===== src/rtl/pe_ws_param.sv =====
// Weight-stationary MAC processing element with configurable widths,
// signed/unsigned arithmetic, wrap/saturate accumulation and a
// double-buffered weight loaded over a daisy chain.
module pe_ws_param #(
    parameter int W_WIDTH  = 8,
    parameter int A_WIDTH  = 8,
    parameter int S_WIDTH  = 24,
    parameter int SIGNED   = 0,
    parameter int SATURATE = 0
) (
    input  logic               clock,
    input  logic               reset,
    input  logic [W_WIDTH-1:0] i_weight,
    input  logic               i_weight_load,
    input  logic               i_weight_swap,
    input  logic               i_valid,
    input  logic [A_WIDTH-1:0] i_activation,
    input  logic [S_WIDTH-1:0] i_sum,
    output logic [W_WIDTH-1:0] o_weight,
    output logic [A_WIDTH-1:0] o_activation,
    output logic               o_act_valid,
    output logic [S_WIDTH-1:0] o_sum,
    output logic               o_valid,
    output logic               o_ovf
);

    localparam int P_WIDTH = W_WIDTH + A_WIDTH;

    generate
        if (S_WIDTH < P_WIDTH) begin : g_width_check
            $error("pe_ws_param: S_WIDTH must be >= W_WIDTH + A_WIDTH");
        end
    endgenerate

    logic [W_WIDTH-1:0] shadow_q, shadow_d;
    logic [W_WIDTH-1:0] active_q, active_d;
    logic [A_WIDTH-1:0] act_q;
    logic               act_v_q;
    logic [P_WIDTH-1:0] prod_q, prod_d;
    logic [S_WIDTH-1:0] sum_q, sum_d;
    logic               v1_q;
    logic [S_WIDTH-1:0] osum_q, osum_d;
    logic               ovf_q, ovf_d;
    logic               ovalid_q;

    logic               w_sign, a_sign, p_sign;
    logic [P_WIDTH-1:0] w_ext, a_ext;
    logic [S_WIDTH-1:0] prod_ext;
    logic [S_WIDTH:0]   add_raw;
    logic               ovf_raw;
    logic [S_WIDTH-1:0] sat_val;

    // Operands are extended to the full product width so one multiplier
    // serves both signed and unsigned modes (low bits are identical).
    assign w_sign = (SIGNED != 0) & active_q[W_WIDTH-1];
    assign a_sign = (SIGNED != 0) & i_activation[A_WIDTH-1];
    assign w_ext  = {{A_WIDTH{w_sign}}, active_q};
    assign a_ext  = {{W_WIDTH{a_sign}}, i_activation};
    assign p_sign = (SIGNED != 0) & prod_q[P_WIDTH-1];

    generate
        if (S_WIDTH > P_WIDTH) begin : g_ext
            assign prod_ext = {{(S_WIDTH-P_WIDTH){p_sign}}, prod_q};
        end else begin : g_noext
            assign prod_ext = prod_q[S_WIDTH-1:0];
        end
    endgenerate

    // Weight shadow/active next-state; a same-edge swap takes the old shadow.
    always_comb begin
        shadow_d = shadow_q;
        active_d = active_q;
        if (i_weight_load) shadow_d = i_weight;
        if (i_weight_swap) active_d = shadow_q;
    end

    // Stage 1 captures the product and incoming sum only for valid samples.
    always_comb begin
        prod_d = prod_q;
        sum_d  = sum_q;
        if (i_valid) begin
            prod_d = w_ext * a_ext;
            sum_d  = i_sum;
        end
    end

    // Stage 2 add with overflow detection and optional clamping.
    always_comb begin
        add_raw = {1'b0, sum_q} + {1'b0, prod_ext};
        if (SIGNED != 0) begin
            ovf_raw = (sum_q[S_WIDTH-1] == prod_ext[S_WIDTH-1]) &&
                      (add_raw[S_WIDTH-1] != sum_q[S_WIDTH-1]);
            sat_val = sum_q[S_WIDTH-1] ? {1'b1, {(S_WIDTH-1){1'b0}}}
                                       : {1'b0, {(S_WIDTH-1){1'b1}}};
        end else begin
            ovf_raw = add_raw[S_WIDTH];
            sat_val = '1;
        end
        osum_d = osum_q;
        ovf_d  = 1'b0;
        if (v1_q) begin
            ovf_d = ovf_raw;
            if ((SATURATE != 0) && ovf_raw) osum_d = sat_val;
            else                            osum_d = add_raw[S_WIDTH-1:0];
        end
    end

    // Weight registers.
    always_ff @(posedge clock or posedge reset) begin
        if (reset) begin
            shadow_q <= '0;
            active_q <= '0;
        end else begin
            shadow_q <= shadow_d;
            active_q <= active_d;
        end
    end

    // Unconditional rightward forwarding of activation and valid.
    always_ff @(posedge clock or posedge reset) begin
        if (reset) begin
            act_q   <= '0;
            act_v_q <= 1'b0;
        end else begin
            act_q   <= i_activation;
            act_v_q <= i_valid;
        end
    end

    // Two-stage multiply/accumulate pipeline.
    always_ff @(posedge clock or posedge reset) begin
        if (reset) begin
            prod_q   <= '0;
            sum_q    <= '0;
            v1_q     <= 1'b0;
            osum_q   <= '0;
            ovf_q    <= 1'b0;
            ovalid_q <= 1'b0;
        end else begin
            prod_q   <= prod_d;
            sum_q    <= sum_d;
            v1_q     <= i_valid;
            osum_q   <= osum_d;
            ovf_q    <= ovf_d;
            ovalid_q <= v1_q;
        end
    end

    assign o_weight     = shadow_q;
    assign o_activation = act_q;
    assign o_act_valid  = act_v_q;
    assign o_sum        = osum_q;
    assign o_valid      = ovalid_q;
    assign o_ovf        = ovf_q;

endmodule


===== config.mk =====
export PLATFORM = sky130hd
export DESIGN_NAME = pe_ws_param
export DESIGN_NICKNAME = d
export VERILOG_FILES = /design/src/rtl/pe_ws_param.sv
export SDC_FILE = /design/constraint.sdc
export NUM_CORES = 1
export LEC_CHECK = 0
export CORE_MARGIN = 5
export CORE_UTILIZATION = 35
export CTS_CLUSTER_SIZE = 28
export DETAILED_ROUTE_END_ITERATION = 8
export PLACE_DENSITY = 0.63
export SYNTH_ARGS = -nofsm -noshare
export SYNTH_HDL_FRONTEND = slang
export SYNTH_SLANG_ARGS = --single-unit

===== constraint.sdc =====
create_clock -name clock -period 8.65 [get_ports clock]
set_input_delay 2.1625 -clock clock [delete_from_list [all_inputs] [get_ports clock]]
set_output_delay 2.1625 -clock clock [all_outputs]
set_load 0.005 [all_outputs]

**After elaboration in Yosys (flattened, before gate mapping)**

Index checks and enable logic that the tools add are counted.

- Add/sub/neg operators: 1
- Multipliers: 1
- Mux-type cells: 1

Operators with widths:

| operator | number |
|---|---|
| 24-bit by 16-bit adder with 25-bit output | 1 |
| 8-bit by 8-bit multiplier with 16-bit output | 1 |
| 1-bit 2-to-1 mux | 1 |

- Register bits: 91
- Output and inout port bits: 43
- Word-level logic and storage cells: 12

**Depth between registers and ports, before layout**

- Depth in word-level cells: 2
- Depth in mapped cells: 17

**Worst setup path after synthesis**

No wires, ideal clock.

- Path type: input-to-reg
- From: input i_activation[7]
- To: register prod_q[13]
- Setup time: 136 ps
- Arrival: 5945 ps
- Data required time: 8514 ps
- Path slack: 2569 ps
- Stages: 14
- Path buffers: 0
- Cell sequence: and2_1 > fa_1 > fa_1 > fa_1 > inv_1 > fa_1 > inv_1 > ha_1 > nor3_1 > nor2_1 > a21boi_1 > a31o_2 > nand4b_1 > or3b_2

- Word-level cells in the longest chain between the ends: 1

Ends and longest elaborated chain:

| item | RTL line | RTL |
|---|---|---|
| start, declared | 17 | `input logic [A_WIDTH-1:0] i_activation,` |
| 8-bit by 8-bit multiplier with 16-bit output | 82 | `prod_d = w_ext * a_ext;` |
| end signal, assigned | 140 | `prod_q <= prod_d;` |
| end, declared | 39 | `logic [P_WIDTH-1:0] prod_q, prod_d;` |

Every way passes these cells.
A chain may end at the register's enable or synchronous reset.

**Worst setup path in the final report**

Same ends and word-level chain as after synthesis.

==> results.py <==
metrics = {
    "die": {
        "die-area_um2": 20510,
        "start_util": 0.3578,
        "num_rows": 48,
        "core_um2": 17360,
        "ios": 88,
        "die_y_um": 143.2,
        "die_width_um": 143.2,
    },
    "final_layout": {
        "fin_nets": 788,
        "area_growth_pct": 22.97,
        "final_common_cell": "dfrtp_1",
        "layout_common_cells": "dfrtp_1, clkdlybuf4s50_1, inv_1, mux2_2, ha_1",
        "stdcell_area_um2": 7637,
        "drive_above_1_share": 0.1472,
        "antenna_cells": 0,
    },
    "sta": {
        "setup_violations": 0,
        "slew_headroom": 0.2997,
        "post-route-period-util": 0.7643,
        "whs_ns": 0.4901,
        "finalMaxSlewViolations": 0,
        "timing.setup.tns_ns": 0,
        "skew_ns": 0.006534,
        "setup_ws_ns": 2.039,
        "fmax_mhz": 151.3,
        "min_period_ns": 6.611,
        "rsz0062_at_grt": "no",
        "tightest_slew_ns": 1.050,
        "finalHoldViolations": 0,
    },
    "cts": {
        "postCtsHoldBufs": 0,
        "cts_buffers": 9,
        "htreeDepth": 3,
        "cts_num_sinks": 91,
        "path_clk_slew_ns": 0.07,
        "cts_setup_buffers": 0,
        "cts_resized": 0,
        "cts_tree": "yes",
        "max-clock-path-buffers": 2,
        "root_buffer": "clkbuf_16",
        "clock_latency_ns": 0.35,
    },
    "synthesis": {
        "synth-simple-area-share": 0.1166,
        "synth_top_family_by_area": "adder cells",
        "syn_area_um2": 6211,
        "synth_fa_ha_area_frac": 0.2240,
        "syn_nets": 700,
        "ys_ff_latch": 91,
        "synth-xor-area-share": 0.03243,
        "async_flop_share": 1.000,
        "ys_seq_area_frac": 0.3666,
        "dominantRegCellSynth": "dfrtp_1",
        "synth.avg_cell_area_um2": 10.97,
        "synth_compound_area_frac": 0.1100,
        "synthMuxAreaShare": 0.1046,
        "ys_types": 55,
        "ys_warn_count": 0,
        "synthCells": 566,
        "synth_edf_count": 0,
    },
    "pwr": {
        "powerDensity_nw_per_um2": 300.5,
        "vdd_ir_drop_max_mv": 0.1731,
        "p_leak_nw": 3.443,
        "finalPower_mw": 2.295,
    },
    "run_status": {
        "status": "finished clean",
    },
    "placement": {
        "port-buffer-count": 87,
        "dp_slack_ns": 1.686,
        "place_area_um2": 7320,
        "routabilityCongestion": 0.8977,
        "hpwlAfterDp_um": 10160,
    },
    "route": {
        "drt_wl_total_um": 13110,
        "drtPass1Iterations": 4,
        "drc": 0,
        "via_per_inst": 4.810,
        "wire_per_inst_um": 14.83,
        "drtAntennaViolNets": 0,
        "vias": 4252,
        "initialDrtViolationCount": 255,
    },
    "worst_setup_path": {
        "critPathMaxStageDelay_ns": 0.56,
        "critPathKind": "primary input to register",
        "cp-end-kind": "register",
        "worst-path-buf-inv": 3,
        "r2r_setup_slack_ns": 3.96,
        "slowest_stage": "clkdlybuf4s50_1",
        "cp_data_arrival_time_ns": 6.84,
        "r2r-end": "prod_q[13]",
        "cp_cell_sequence": "clkdlybuf4s50_1, and2_1, fa_1, fa_1, fa_1, inv_1, fa_1, inv_1, ha_1, nor3_1, nor2_1, a21boi_1, a31o_2, a21oi_1, or3b_2",
        "cpMostUsedCell": "fa_1",
        "path_max_fanout": 9,
        "cp-start-kind": "primary input",
        "cp_top_family": "adder cells",
        "reg2reg_depth": 14,
        "r2r-start": "active_q[2]",
        "required_ns": 8.88,
    },
    "flow_run": {
        "maxCapViolCount": 0,
    },
    "global_route": {
        "grt_start_max_net_pins": 55,
        "antenna_found_initial": 0,
        "grt.total_usage": 0.1363,
        "grt_pass1_wl_um": 22550,
        "grt_pass1_vias": 4577,
        "grt-ovfl-total": 0,
    },
    "hold_path": {
        "hp-class": "register to register",
        "holdPathEnd": "o_sum[13]",
        "hp-start": "o_sum[13]",
        "hold_path_depth": 1,
    },
}
## kinds of logic after synthesis
logic type,count (synthesis)
simple gates,141
fa+ha+maj,89
mux,57
xor+xnor,23
buf+inv,73
flops,91
compound gates,92
## state kept, by name, summed over array words and instances, names as in the netlist
signal,cells
o_valid,1
o_weight,8
sum_q,24
active_q,8
o_sum,24
prod_q,16
v1_q,1
o_activation,8
o_ovf,1
## metal layers
layer | up-vias | share of wire | track usage
met5 | - | 0 | 0
met4 | 0 | 0.014 | 0.03766
met2 | 102 | 0.48 | 0.2292
met1 | 2038 | 0.46 | 0.1751
met3 | 12 | 0.053 | 0.03449
li1 | 2100 | - | -
## area by class of cell
type	instances	area, µm²
fill	1596	9719
multi-input combinational	402	3650
sequential	91	2277
timing repair buffer	89	880.8
tap	225	281.5
inverter	61	230.2
clock buffer	9	225.2
clock inverter	7	92.59
## stage by stage
stage | util | cells
final | 0.4400 | 884
after global routing | 0.4400 | 884
after CTS | 0.4400 | 884
after detailed placement | 0.4217 | 868
after global placement | 0.4217 | 868
after floorplan | - | 566
## report_power, final
| part | internal (mW) | switching (mW) |
|---|---|---|
| registers | 0.532 | 0.0770 |
| logic | 0.636 | 0.633 |
| clock network | 0.232 | 0.186 |
| total | 1.40 | 0.896 |
## cell usage after synthesis (all sizes together) (4+ instances only)
cell    number  share of area
a21oi       27          0.024
xor2         6         0.0085
nor3         7         0.0056
a31oi        4         0.0064
buf          4         0.0024
xnor2       17          0.024
clkbuf       8         0.0064
inv         61          0.037
o21a         4         0.0048
nand2       46          0.028
nor2        18          0.011
o211ai       4         0.0064
dfrtp       91           0.37
fa          37           0.12
o21ai       19          0.017
a21o        11          0.013
and2        48          0.049
nor2b        4         0.0040
nand2b       4         0.0040
ha          52           0.10
mux2        57           0.10
## worst max-delay path by stage
stage,startpoint,to,slack (ns),cells past startpoint
floorplan,i_activation[7],prod_q[13],2.57,14
CTS,i_activation[7],prod_q[13],2.06,15
global route,i_activation[7],prod_q[13],1.80,15
finish,i_activation[7],prod_q[13],2.04,15
detailed placement,i_activation[7],prod_q[13],1.69,15
global placement,i_activation[7],prod_q[13],1.81,15
Note: power is estimated with default switching activity, not from simulation.
